--- config.mk ---
export PLATFORM = sky130hd
export DESIGN_NAME = addsub_seq
export DESIGN_NICKNAME = d
export VERILOG_FILES = /design/src/rtl/addsub_seq.sv
export SDC_FILE = /design/constraint.sdc
export NUM_CORES = 1
export LEC_CHECK = 0
export CAP_MARGIN = 15
export CELL_PAD_IN_SITES_DETAIL_PLACEMENT = 1
export CELL_PAD_IN_SITES_GLOBAL_PLACEMENT = 2
export CORE_ASPECT_RATIO = 1.2
export CORE_MARGIN = 1
export CORE_UTILIZATION = 33
export DETAILED_ROUTE_END_ITERATION = 16
export PLACE_DENSITY_LB_ADDON = 0.1
export SLEW_MARGIN = 20
export SYNTH_ARGS = -nofsm -noshare
export SYNTH_HDL_FRONTEND = slang
export SYNTH_SLANG_ARGS = --single-unit
export TNS_END_PERCENT = 100
--- constraint.sdc ---
create_clock -name clk_i -period 10 [get_ports clk_i]
set_input_delay 2 -clock clk_i [delete_from_list [all_inputs] [get_ports clk_i]]
set_output_delay 2 -clock clk_i [all_outputs]
set_load 0.01 [all_outputs]
--- src/rtl/addsub_seq.sv ---
// addsub_seq: multi-cycle adder/subtracter for the ALU datapath.
// Operands are processed CHUNK bits per clock, least significant slice first,
// with the carry chain held in a register between slices. This keeps the
// combinational path to a CHUNK-bit adder at the cost of WIDTH/CHUNK cycles.
// Subtraction is done as A + ~B + 1: B is inverted on accept and the carry
// register is seeded with 1. That makes the latched carry the only place the
// operation type has to live, so no separate 'sub' register is kept.
module addsub_seq #(
  parameter int WIDTH = 64,
  parameter int CHUNK = 4
) (
  input  logic             clk_i,
  input  logic             rst_i,
  input  logic             in_valid_i,
  output logic             in_ready_o,
  input  logic [WIDTH-1:0] a_i,
  input  logic [WIDTH-1:0] b_i,
  input  logic             sub_i,
  output logic             out_valid_o,
  input  logic             out_ready_i,
  output logic [WIDTH-1:0] result_o,
  output logic             cout_o,
  output logic             overflow_o,
  output logic             zero_o,
  output logic             negative_o
);

  localparam int NSLICE = WIDTH / CHUNK;
  localparam int CNT_W  = (NSLICE > 1) ? $clog2(NSLICE) : 1;
  localparam logic [CNT_W-1:0] LAST_SLICE = CNT_W'(NSLICE - 1);

  localparam logic [1:0] IDLE = 2'd0;
  localparam logic [1:0] RUN  = 2'd1;
  localparam logic [1:0] DONE = 2'd2;

  logic [1:0]       state_q, state_d;
  logic [WIDTH-1:0] opA_q, opA_d;
  logic [WIDTH-1:0] opB_q, opB_d;
  logic             carry_q, carry_d;
  logic [CNT_W-1:0] count_q, count_d;
  logic [WIDTH-1:0] result_q, result_d;
  logic             nonzero_q, nonzero_d;
  logic             cout_q, cout_d;
  logic             overflow_q, overflow_d;
  logic             zero_q, zero_d;
  logic             negative_q, negative_d;

  logic             accept;
  logic             running;
  logic             lastSlice;
  logic [31:0]      sliceBase;
  logic [CHUNK-1:0] sliceA;
  logic [CHUNK-1:0] sliceB;
  logic [CHUNK-1:0] sliceSum;
  logic             sliceCarry;

  // Handshake qualifiers and slice position derived from the current state
  always_comb begin
    accept    = (state_q == IDLE) & in_valid_i;
    running   = (state_q == RUN);
    lastSlice = (count_q == LAST_SLICE);
    sliceBase = 32'(count_q) * CHUNK;
  end

  // One CHUNK-bit ripple step: current slice of A and B_eff plus the carry in
  always_comb begin
    sliceA = opA_q[sliceBase +: CHUNK];
    sliceB = opB_q[sliceBase +: CHUNK];
    {sliceCarry, sliceSum} = {1'b0, sliceA} + {1'b0, sliceB} + {{CHUNK{1'b0}}, carry_q};
  end

  // Control FSM: IDLE accepts, RUN walks the slices, DONE waits for the consumer
  always_comb begin
    state_d = state_q;
    case (state_q)
      IDLE: begin
        if (in_valid_i) begin
          state_d = RUN;
        end
      end
      RUN: begin
        if (lastSlice) begin
          state_d = DONE;
        end
      end
      DONE: begin
        if (out_ready_i) begin
          state_d = IDLE;
        end
      end
      default: begin
        state_d = IDLE;
      end
    endcase
  end

  // Operand capture on accept; operands are frozen for the rest of the operation
  always_comb begin
    opA_d = opA_q;
    opB_d = opB_q;
    if (accept) begin
      opA_d = a_i;
      opB_d = sub_i ? ~b_i : b_i;
    end
  end

  // Carry chain and slice counter: seeded on accept, advanced once per RUN cycle
  always_comb begin
    carry_d = carry_q;
    count_d = count_q;
    if (accept) begin
      carry_d = sub_i;
      count_d = '0;
    end else if (running) begin
      carry_d = sliceCarry;
      if (!lastSlice) begin
        count_d = count_q + 1'b1;
      end
    end
  end

  // Result assembly: each RUN cycle fills one slice and folds it into the nonzero tracker
  always_comb begin
    result_d  = result_q;
    nonzero_d = nonzero_q;
    if (accept) begin
      result_d  = '0;
      nonzero_d = 1'b0;
    end else if (running) begin
      result_d[sliceBase +: CHUNK] = sliceSum;
      nonzero_d = nonzero_q | (|sliceSum);
    end
  end

  // Flags are only updated on the final slice so they stay put through DONE and the next RUN
  always_comb begin
    cout_d     = cout_q;
    overflow_d = overflow_q;
    zero_d     = zero_q;
    negative_d = negative_q;
    if (running && lastSlice) begin
      cout_d     = sliceCarry;
      overflow_d = (opA_q[WIDTH-1] == opB_q[WIDTH-1]) & (sliceSum[CHUNK-1] != opA_q[WIDTH-1]);
      negative_d = sliceSum[CHUNK-1];
      zero_d     = ~(nonzero_q | (|sliceSum));
    end
  end

  // Control state registers; reset overrides accept, slice processing and consumption
  always_ff @(posedge clk_i) begin
    if (rst_i) begin
      state_q <= IDLE;
      count_q <= '0;
      carry_q <= 1'b0;
    end else begin
      state_q <= state_d;
      count_q <= count_d;
      carry_q <= carry_d;
    end
  end

  // Operand registers
  always_ff @(posedge clk_i) begin
    if (rst_i) begin
      opA_q <= '0;
      opB_q <= '0;
    end else begin
      opA_q <= opA_d;
      opB_q <= opB_d;
    end
  end

  // Result and flag registers; cleared by reset so an aborted operation leaves nothing behind
  always_ff @(posedge clk_i) begin
    if (rst_i) begin
      result_q   <= '0;
      nonzero_q  <= 1'b0;
      cout_q     <= 1'b0;
      overflow_q <= 1'b0;
      zero_q     <= 1'b0;
      negative_q <= 1'b0;
    end else begin
      result_q   <= result_d;
      nonzero_q  <= nonzero_d;
      cout_q     <= cout_d;
      overflow_q <= overflow_d;
      zero_q     <= zero_d;
      negative_q <= negative_d;
    end
  end

  // Outputs come straight from registers, so they are glitch-free and stable in DONE
  always_comb begin
    in_ready_o  = (state_q == IDLE);
    out_valid_o = (state_q == DONE);
    result_o    = result_q;
    cout_o      = cout_q;
    overflow_o  = overflow_q;
    zero_o      = zero_q;
    negative_o  = negative_q;
  end

endmodule

==> out/qor.csv <==
stage;metric;value;unit
logic_synthesis;sequential fraction of the synthesis area;0.434;
placement;DP HPWL;19.4;mm
global_routing;pin count of the biggest net entering global routing;101;
pwr;Power Density;163;mW/mm2
logic_synthesis;Yosys cell types;56;
sta;setup repair after global routing missed its margin;false;
sta;maximum clock rate;222;MHz
logic_synthesis;area share of the largest cell type after synthesis;0.434;
detailed_routing;Post-DRT Antenna Nets;0;
detailed_routing;routed length on met3;871;um
clock_network;postcts setup bufs;0;
critical_path;crit-path max FO;100;
layout;fin util;0.441;
detailed_routing;WL/cell;17.4;um
critical_path;startpoint types;primary input;
logic_synthesis;XOR/XNOR Fraction of Synth Area;0.0641;
critical_path;CP Buf/Inv Count;2;
sta;fin crit share;0.450;
logic_synthesis;Main synth FF type;dfxtp_1;
logic_synthesis;Netlist Area Pre-Place;0.00941;mm2
sta;skew final;0.0111;ns
placement;Port Buffers;202;
logic_synthesis;FFs w/ async S/R, synth;0;
die;core area;0.0280;mm2
logic_synthesis;Net Count, Synth;1181;
detailed_routing;via count;7881;
outcome;run status;completed;
detailed_routing;First-pass DRT Iterations;4;
critical_path;r2r startpoint;count_q[0]$_SDFFE_PP0P_;
sta;worst hold slack;0.454;ns
detailed_routing;met2 WL;14.6;mm
critical_path;crit path DAT;4.90;ns
placement;Final Wtd Congestion;0.773;
layout;design area;0.0123;mm2
logic_synthesis;Synth Area in Simple Gates;0.171;
logic_synthesis;Syn Area/Cell;9.07;um2
logic_synthesis;main area contributors after synthesis;dfxtp_1 (43%), nand2_1 (7.0%), a21oi_1 (6.2%), xnor2_1 (6.1%), mux4_2 (5.5%);
job;max cap viols;0;
clock_network;cts bufs inserted;23;
detailed_routing;# DRC;0;
global_routing;GRT Util Overall;0.193;
pwr;Lkg Pwr;0.00424;uW
clock_network;CTS clk-pin slew, worst paths;0.06;ns
clock_network;CTS tree;yes;
clock_network;Hold-fix buffers, CTS;0;
critical_path;crit path kind;primary input to flip-flop;
global_routing;first-pass GRT wire length;44.7;mm
sta;setup TNS;0;ns
clock_network;clk buf depth;3;
critical_path;Crit-path slowest cell;nor2_2;
sta;post-route minimum period;4.50;ns
worst_hold_path;hold_sp;opA_q[23]$_SDFFE_PP0P_;
critical_path;crit end category;flip-flop;
critical_path;CP top delay family;simple AND/OR/NAND/NOR gates;
clock_network;Root Buffer;clkbuf_16;
logic_synthesis;largest family of logic cells by synthesized area;simple AND/OR/NAND/NOR gates;
clock_network;worst skew pair latency;0.51;ns
detailed_routing;drt total wl;27.6;mm
die;Die W;156;um
sta;Relative slew margins;0.347;
sta;slew at the pin closest to its max-slew limit;0.980;ns
die;starting density of the core;0.336;
critical_path;CP startpoint;in_valid_i;
placement;Post-Place Cell Area;0.0116;mm2
detailed_routing;Max Used Layer;met4;
layout;fill cell count;3233;
logic_synthesis;Synth area leader;dfxtp_1;
logic_synthesis;synth cell count leaders;dfxtp_1 (204), nand2_1 (175), a21oi_1 (117);
layout;share of cells above drive strength 1;0.0779;
die;Die H;187;um
layout;Layout Nets;1333;
critical_path;slowest cell delay on critical path;0.73;ns
detailed_routing;wl on met1;11.7;mm
worst_hold_path;worst min path class;flip-flop to flip-flop;
global_routing;number of global-route vias before repair;8257;
die;row count;67;
logic_synthesis;mux share of post-synthesis cell area;0.0995;
sta;Fin. Hold Viols;0;
logic_synthesis;Adder-Cell Fraction of Synth Area;0.0149;
pwr;Power Total;2010;uW
layout;# diodes;0;
clock_network;H-tree levels;1;
logic_synthesis;warnings from Yosys;0;
pwr;Max rail drop VDD;0.0000787;V
clock_network;# clock sinks;204;
die;Die Area;0.0292;mm2
global_routing;initial antenna violation count;0;
critical_path;crit-path cells;clkdlybuf4s50_1 > nor3b_4 > buf_4 > nor2_2 > nand3_1 > o31ai_1;
layout;area delta synth->final;31.0;%
logic_synthesis;count leader, synth;dfxtp_1;
logic_synthesis;post-synthesis compound-gate area fraction;0.166;
sta;final setup violation count;0;
logic_synthesis;flops & latches, synth;204;
sta;Final Max Tran Viols;0;
die;io pins;203;
critical_path;Worst EP required;10.40;ns
detailed_routing;Starting DRT DRC Count;234;
detailed_routing;vias per inst;4.97;
clock_network;post-CTS sizing;0;
logic_synthesis;cell count after synthesis;1038;
logic_synthesis;Post-synth EDFFs;0;
global_routing;Congestion Overflow GR;0;
flip-flops by register name, summed over array words and instances, names as in the netlist:
| signal | flops |
|---|---|
| cout_o | 1 |
| zero_o | 1 |
| overflow_o | 1 |
| count_q | 4 |
| negative_o | 1 |
| opB_q | 64 |
| result_o | 64 |
| state_q | 2 |
| nonzero_q | 1 |
| opA_q | 64 |
| carry_q | 1 |
cell usage in the layout (no fill, tap or decap), types with 7 or more instances in the layout:
| master | netlist | routed |
|---|---|---|
| nor3_1 | 7 | 7 |
| o31ai_1 | 16 | 16 |
| inv_1 | 7 | 7 |
| nand4_1 | 9 | 9 |
| clkbuf_16 | 0 | 23 |
| a211oi_1 | 64 | 64 |
| nand2_1 | 175 | 174 |
| ha_1 | 8 | 8 |
| a21oi_1 | 117 | 117 |
| o21ai_0 | 24 | 24 |
| dfxtp_1 | 204 | 201 |
| and3_1 | 7 | 7 |
| o211ai_1 | 9 | 9 |
| buf_4 | 2 | 13 |
| clkdlybuf4s50_1 | 0 | 200 |
| mux2i_1 | 16 | 16 |
| mux4_2 | 23 | 23 |
| nand3_1 | 47 | 47 |
| mux4_1 | 9 | 9 |
| xnor2_1 | 66 | 66 |
| nor2_1 | 88 | 88 |
worst reg2reg max path: stages (launching register included):
cell	delay [ns]
dfxtp_4	0.55
buf_4	0.58
mux4_1	0.66
mux2i_1	0.27
a21oi_1	0.16
fa_1	0.40
inv_1	0.09
fa_1	0.20
xor2_1	0.48
inv_1	0.12
a2111oi_0	0.52
a32o_1	0.20
power by group:
group          leakage, uW  internal (uW)  total (uW)  switching (uW)
clock network     0.000384            530         867             338
logic              0.00218            128         264             136
registers          0.00167            852         875            23.1
routing by layer:
layer | global-route usage | vias to the layer above
met1 | 0.234 | 3731
met2 | 0.357 | 149
met3 | 0.0232 | 31
met4 | 0.0468 | 0
met5 | 0 | -
li1 | - | 3970
final cells by class:
type	count	area, um2	share of cell area
Clock buffer	32	649	0.0526
Clock inverter	9	124	0.0100
Inverter	8	30.0	0.00243
Multi-Input combinational cell	740	4870	0.395
Sequential cell	204	4090	0.332
Tap cell	379	474	0.0384
Timing Repair Buffer	213	2100	0.170
logic make-up (layout without fill, tap and decap cells):
kind of cell | Yosys count | after routing
adder cells (fa/ha/maj) | 10 | 10
buffers and inverters | 94 | 262
XOR/XNOR | 68 | 68
flip-flops | 204 | 204
multiplexers | 50 | 50
AO/OA/AOI/OAI | 249 | 249
AND/OR/NAND/NOR | 363 | 363
worst paths after layout:
check                                                  to  slack (ns)  depth (start not counted)
worst max-delay path            result_o[59]$_SDFFE_PP0P_        5.50                          6
worst min-delay path               opA_q[23]$_SDFFE_PP0P_        0.45                          2
worst max register to register        zero_o$_SDFFE_PP0P_        5.71                         11
worst min register to register     opA_q[23]$_SDFFE_PP0P_        0.45                          2
through the flow:
stage,cells,setup WS [ns]
6_report,1585,5.50
5_1_grt,1585,5.28
4_1_cts,1585,5.55
3_5_place_dp,1544,5.01
3_3_place_gp,1544,5.06
2_1_floorplan,1038,6.80
(Power assumes the default switching activity.)
